<file path="src/rtl/pointer_seq.sv">
// Pointer register control sequencer: load/count/output-enable strobes and RD address phase.
// Optional RD post-increment through POST when POINTER_SEQ_AUTOINC_EN is defined.
module pointer_seq #(
  parameter int WAIT_STATES = 1
) (
  input  logic       clk,
  input  logic       rst,
  input  logic       op_valid,
  output logic       op_ready,
  input  logic [2:0] op,
  input  logic [7:0] op_data,
  output logic [7:0] di,
  output logic       n_we_l,
  output logic       n_we_h,
  output logic       cnt,
  output logic       n_oe_addr,
  output logic       n_oe_dl,
  output logic       n_oe_dh,
  output logic       mem_n_rd,
  input  logic [7:0] mem_di,
  output logic [7:0] rd_data,
  output logic       rd_valid,
  output logic       data_stb
);

  typedef enum logic [2:0] {
    S_IDLE   = 3'd0,
    S_LDW_HI = 3'd1,
    S_STROBE = 3'd2,
    S_MEM    = 3'd3,
    S_POST   = 3'd4
  } state_t;

  localparam logic [2:0] OP_NOP = 3'b000;
  localparam logic [2:0] OP_LDL = 3'b001;
  localparam logic [2:0] OP_LDH = 3'b010;
  localparam logic [2:0] OP_LDW = 3'b011;
  localparam logic [2:0] OP_INC = 3'b100;
  localparam logic [2:0] OP_RD  = 3'b101;
  localparam logic [2:0] OP_STL = 3'b110;
  localparam logic [2:0] OP_STH = 3'b111;

  localparam logic [3:0] WAIT_LAST = 4'(WAIT_STATES);

  state_t     state_q, state_d;
  logic [3:0] wait_q, wait_d;

  logic       op_ready_q, op_ready_d;
  logic [7:0] di_q, di_d;
  logic       n_we_l_q, n_we_l_d;
  logic       n_we_h_q, n_we_h_d;
  logic       cnt_q, cnt_d;
  logic       n_oe_addr_q, n_oe_addr_d;
  logic       n_oe_dl_q, n_oe_dl_d;
  logic       n_oe_dh_q, n_oe_dh_d;
  logic [7:0] rd_data_q, rd_data_d;
  logic       rd_valid_q, rd_valid_d;
  logic       data_stb_q, data_stb_d;

  logic accept_s;
  logic mem_last_s;

  assign accept_s   = op_valid && op_ready_q;
  assign mem_last_s = (wait_q == WAIT_LAST);

  always_ff @(posedge clk) begin
    if (rst) begin
      state_q <= S_IDLE;
      wait_q  <= 4'd0;
    end else begin
      state_q <= state_d;
      wait_q  <= wait_d;
    end
  end

  always_comb begin
    state_d = state_q;
    wait_d  = wait_q;
    case (state_q)
      S_IDLE: begin
        if (accept_s) begin
          case (op)
            OP_NOP:  state_d = S_IDLE;
            OP_LDW:  state_d = S_LDW_HI;
            OP_RD: begin
              state_d = S_MEM;
              wait_d  = 4'd0;
            end
            default: state_d = S_STROBE;
          endcase
        end else begin
          state_d = S_IDLE;
        end
      end
      S_LDW_HI: begin
        if (accept_s) begin
          state_d = S_STROBE;
        end else begin
          state_d = S_LDW_HI;
        end
      end
      S_MEM: begin
        if (mem_last_s) begin
`ifdef POINTER_SEQ_AUTOINC_EN
          state_d = S_POST;
`else
          state_d = S_STROBE;
`endif
          wait_d  = 4'd0;
        end else begin
          wait_d  = wait_q + 4'd1;
        end
      end
      S_STROBE: state_d = S_IDLE;
      S_POST:   state_d = S_IDLE;
      default:  state_d = S_IDLE;
    endcase
  end

  // Strobes are computed for the cycle after the transition and then registered.
  always_comb begin
    op_ready_d = (state_d == S_IDLE) || (state_d == S_LDW_HI);
    di_d       = di_q;
    n_we_l_d   = 1'b1;
    n_we_h_d   = 1'b1;
    cnt_d      = 1'b0;
    n_oe_dl_d  = 1'b1;
    n_oe_dh_d  = 1'b1;
    rd_data_d  = rd_data_q;
    rd_valid_d = 1'b0;
    data_stb_d = 1'b0;
    case (state_q)
      S_IDLE: begin
        if (accept_s) begin
          case (op)
            OP_LDL, OP_LDW: begin
              n_we_l_d = 1'b0;
              di_d     = op_data;
            end
            OP_LDH: begin
              n_we_h_d = 1'b0;
              di_d     = op_data;
            end
            OP_INC: cnt_d = 1'b1;
            OP_STL: begin
              n_oe_dl_d  = 1'b0;
              data_stb_d = 1'b1;
            end
            OP_STH: begin
              n_oe_dh_d  = 1'b0;
              data_stb_d = 1'b1;
            end
            default: cnt_d = 1'b0;
          endcase
        end else begin
          cnt_d = 1'b0;
        end
      end
      S_LDW_HI: begin
        if (accept_s) begin
          n_we_h_d = 1'b0;
          di_d     = op_data;
        end else begin
          n_we_h_d = 1'b1;
        end
      end
      S_MEM: begin
        if (mem_last_s) begin
          rd_data_d  = mem_di;
          rd_valid_d = 1'b1;
`ifdef POINTER_SEQ_AUTOINC_EN
          cnt_d      = 1'b1;
`endif
        end else begin
          rd_valid_d = 1'b0;
        end
      end
      default: rd_valid_d = 1'b0;
    endcase
    n_oe_addr_d = (state_d != S_MEM);
  end

  always_ff @(posedge clk) begin
    if (rst) begin
      op_ready_q  <= 1'b1;
      di_q        <= 8'h00;
      n_we_l_q    <= 1'b1;
      n_we_h_q    <= 1'b1;
      cnt_q       <= 1'b0;
      n_oe_addr_q <= 1'b1;
      n_oe_dl_q   <= 1'b1;
      n_oe_dh_q   <= 1'b1;
      rd_data_q   <= 8'h00;
      rd_valid_q  <= 1'b0;
      data_stb_q  <= 1'b0;
    end else begin
      op_ready_q  <= op_ready_d;
      di_q        <= di_d;
      n_we_l_q    <= n_we_l_d;
      n_we_h_q    <= n_we_h_d;
      cnt_q       <= cnt_d;
      n_oe_addr_q <= n_oe_addr_d;
      n_oe_dl_q   <= n_oe_dl_d;
      n_oe_dh_q   <= n_oe_dh_d;
      rd_data_q   <= rd_data_d;
      rd_valid_q  <= rd_valid_d;
      data_stb_q  <= data_stb_d;
    end
  end

  // Address enable and read strobe share one flop so they can never diverge.
  assign op_ready  = op_ready_q;
  assign di        = di_q;
  assign n_we_l    = n_we_l_q;
  assign n_we_h    = n_we_h_q;
  assign cnt       = cnt_q;
  assign n_oe_addr = n_oe_addr_q;
  assign mem_n_rd  = n_oe_addr_q;
  assign n_oe_dl   = n_oe_dl_q;
  assign n_oe_dh   = n_oe_dh_q;
  assign rd_data   = rd_data_q;
  assign rd_valid  = rd_valid_q;
  assign data_stb  = data_stb_q;

endmodule

</file>
<file path="config.mk">
export PLATFORM = sky130hd
export DESIGN_NAME = pointer_seq
export DESIGN_NICKNAME = d
export VERILOG_FILES = /design/src/rtl/pointer_seq.sv
export SDC_FILE = /design/constraint.sdc
export NUM_CORES = 1
export LEC_CHECK = 0
export ABC_AREA = 1
export BUFFER_PORTS_ARGS = -buffer_cell sky130_fd_sc_hd__buf_2
export CAP_MARGIN = 40
export CORE_AREA = 5 5 60 62
export CTS_CLUSTER_SIZE = 28
export DETAILED_ROUTE_END_ITERATION = 6
export DIE_AREA = 0 0 65 67
export PLACE_DENSITY = 0.83
export REMOVE_ABC_BUFFERS = 1
export SYNTH_ARGS = -nofsm -noshare
export SYNTH_HDL_FRONTEND = slang
export SYNTH_SLANG_ARGS = --single-unit
</file>
<file path="constraint.sdc">
create_clock -name clk -period 1.6 [get_ports clk]
set_input_delay 0.32 -clock clk [delete_from_list [all_inputs] [get_ports clk]]
set_output_delay 0.32 -clock clk [all_outputs]
set_load 0.02 [all_outputs]
</file>
==> results.cfg <==
[logic_synthesis]
yosysMostFrequentCell = dfxtp_1
synthTopCellsByCount = dfxtp_1 (32), nand2_1 (31), nor2_1 (29), inv_1 (19), nand3_1 (13)
synthArstFlopShare = 0
synthFlopType = dfxtp_1
yosys_warnings = 0
synth_area_leaders = dfxtp_1 (46%), nand2_1 (8.3%), nor2_1 (7.8%)
synth_area_um2 = 1400
yosysTopAreaCell = dfxtp_1
synth_edf_count = 0
synth_cell_types = 26
syn_area_per_cell_um2 = 7.86
yosysTopAreaCellShare = 0.458
syn_inst = 178
ys_ff_latch = 32
ys_seq_area_frac = 0.458

[sta]
hold_viol_final = 0
period_share = 0.816
tns_ps = 0
drv_slew = 0
clock_skew_ps = 8.14
setup_violations = 0
rsz0062_at_grt = no
max_clock_freq_ghz = 0.766
min_period_ps = 1300

[route]
wl_per_cell_um = 10.2
drc_errors = 0
viasPerCell = 4.60
antenna_left = 0
first_iter_violations = 45
drt_wl_total_um = 2670
vias = 1204
drtPass1Iterations = 4

[cts]
cts_tree = yes
cts_buffers = 5
clk_pin_slew_worst_paths_ps = 100
cts-resized-gates = 0
postCtsHoldBufs = 0
post_cts_buffers = 0
insertion_delay_ps = 320
clockRootBuffer = clkbuf_4
cts_max_level = 2
cts.sinks = 32
cts_buffer_depth = 2

[pwr]
total_power_uw = 1440
peakVddDrop_mv = 0.423
pwr-share-comb = 0.107
p_sw_uw = 354
p_leak_uw = 0.000872
p_int_uw = 1090
swShare = 0.245
p_per_area_nw_per_um2 = 848
pwr-share-seq = 0.570
clockPowerShare = 0.322

[finish]
drive_above_1_share = 0.341
num_antenna_cells = 0
fillCellCount = 282
area_growth_syn_to_layout_pct = 21.6
nNetsFinal = 252

[setup_path]
crit_type = reg2reg
critPathCapture = rd_data[0]
cp.arrival_ps = 1520
r2r_start = wait_q[0]
crit_fanout = 9
critPathLaunchType = register
reg2reg_setup_slack_ps = 300
worst-endpoint-required_ps = 1820
critPathLaunch = wait_q[0]
critPathCaptureType = register
reg2reg_depth = 6
rr_endpoint = rd_data[0]

[floorplan]
die_h_um = 67
rows = 20
initial_core_util = 0.470
ioPinCount = 48
core_um2 = 2980
die-area_um2 = 4360
fp.dieW_um = 65

[placement]
place.gp.congestion = 0.765
port-buffer-count = 47
hpwlAfterDp_um = 2050

[global_route]
grt_pass1_wl_um = 4410
grt_pass1_vias = 1086
grt_use_total = 0.129
grt_max_degree = 18
antenna_found_initial = 0
grt-ovfl-total = 0

[hold_path]
hold_class = in2reg
hold-path-cell-count = 2

[run_status]
status = complete, no violations

[flow_run]
maxCapViolations = 0
-- per-layer routing --
layer  GRT usage  vias up  routed length [µm]
li1            -      655                   -
met1       0.157      512                1190
met2       0.211       35                1260
met3      0.0573        2                 207
met4      0.0237        0                  14
met5           0        -                   0
-- worst max-delay path: stages (launching register included) --
cell,delay [ps]
dfxtp_1,420
ha_1,180
nand2_1,110
nor2_4,220
inv_2,120
nor2_1,110
nor2_1,50
-- layout by cell type (no fill, tap or decap), types with 2 or more instances in the layout --
cell and n:
a21oi_1 8, a21oi_2 8, buf_2 47, clkbuf_1 2
clkbuf_4 5, dfxtp_1 32, ha_1 2, inv_1 19
inv_2 4, nand2_1 31, nand2_4 2, nand3_1 13
nand3_2 2, nand4_1 2, nor2_1 29, nor2_2 2
nor2_4 3, o21ai_0 8
-- final cells by class --
class,instances,area [µm²],area share
Clock buffer,8,58.8,0.0346
Inverter,23,86.3,0.0507
Multi-Input combinational cell,118,632,0.371
Sequential cell,32,641,0.376
Tap cell,33,41.3,0.0243
Timing Repair Buffer,48,243,0.143
-- power by group through the flow --
stage | Clock [µW] | Combinational (µW) | Sequential, µW
after floorplan | 0 | 73.3 | 861
after global placement | 0 | 154 | 842
after detailed placement | 0 | 156 | 842
after CTS | 481 | 157 | 824
after global routing | 541 | 173 | 827
final | 465 | 155 | 823
-- per-stage QoR --
stage | instances | setup WS, ps | utilization | hold slack (ps) | instance area, µm²
3_5_place_dp | 254 | 278 | 0.552 | 501 | 1640
5_1_grt | 262 | 126 | 0.571 | 182 | 1700
6_report | 262 | 295 | 0.571 | 197 | 1700
3_3_place_gp | 254 | 313 | 0.552 | 491 | 1640
4_1_cts | 262 | 267 | 0.571 | 194 | 1700
2_1_floorplan | 173 | 427 | - | 389 | 1360
-- cells by family (layout without fill, tap and decap cells) --
| group | count (synthesis) | count (layout) | synth area share |
|---|---|---|---|
| other cells | 1 | 1 | 0.00268 |
| simple gates | 88 | 88 | 0.301 |
| xor+xnor | 1 | 1 | 0.00626 |
| buf+inv | 28 | 79 | 0.0903 |
| compound gates | 26 | 26 | 0.124 |
| flops | 32 | 32 | 0.458 |
| fa+ha+maj | 2 | 2 | 0.0179 |
-- how the worst min path moves through the flow --
stage / slack (ps) / startpoint / end
after global routing: 180 / op[1] / cnt
after detailed placement: 500 / rd_data[0] / rd_data[0]
after CTS: 190 / op[1] / cnt
after global placement: 490 / rd_data[1] / rd_data[1]
final: 200 / op[1] / cnt
after floorplan: 390 / op[0] / n_oe_dh
-- state kept, by name, indices dropped and copies added, names as in the netlist --
register  flops
state_q       3
wait_q        4
rd_data       8
n_we_l        1
n_oe_dl       1
n_oe_dh       1
cnt           1
di            8
data_stb      1
rd_valid      1
op_ready      1
mem_n_rd      1
n_we_h        1
No activity file was read; power rests on OpenSTA's default activity.
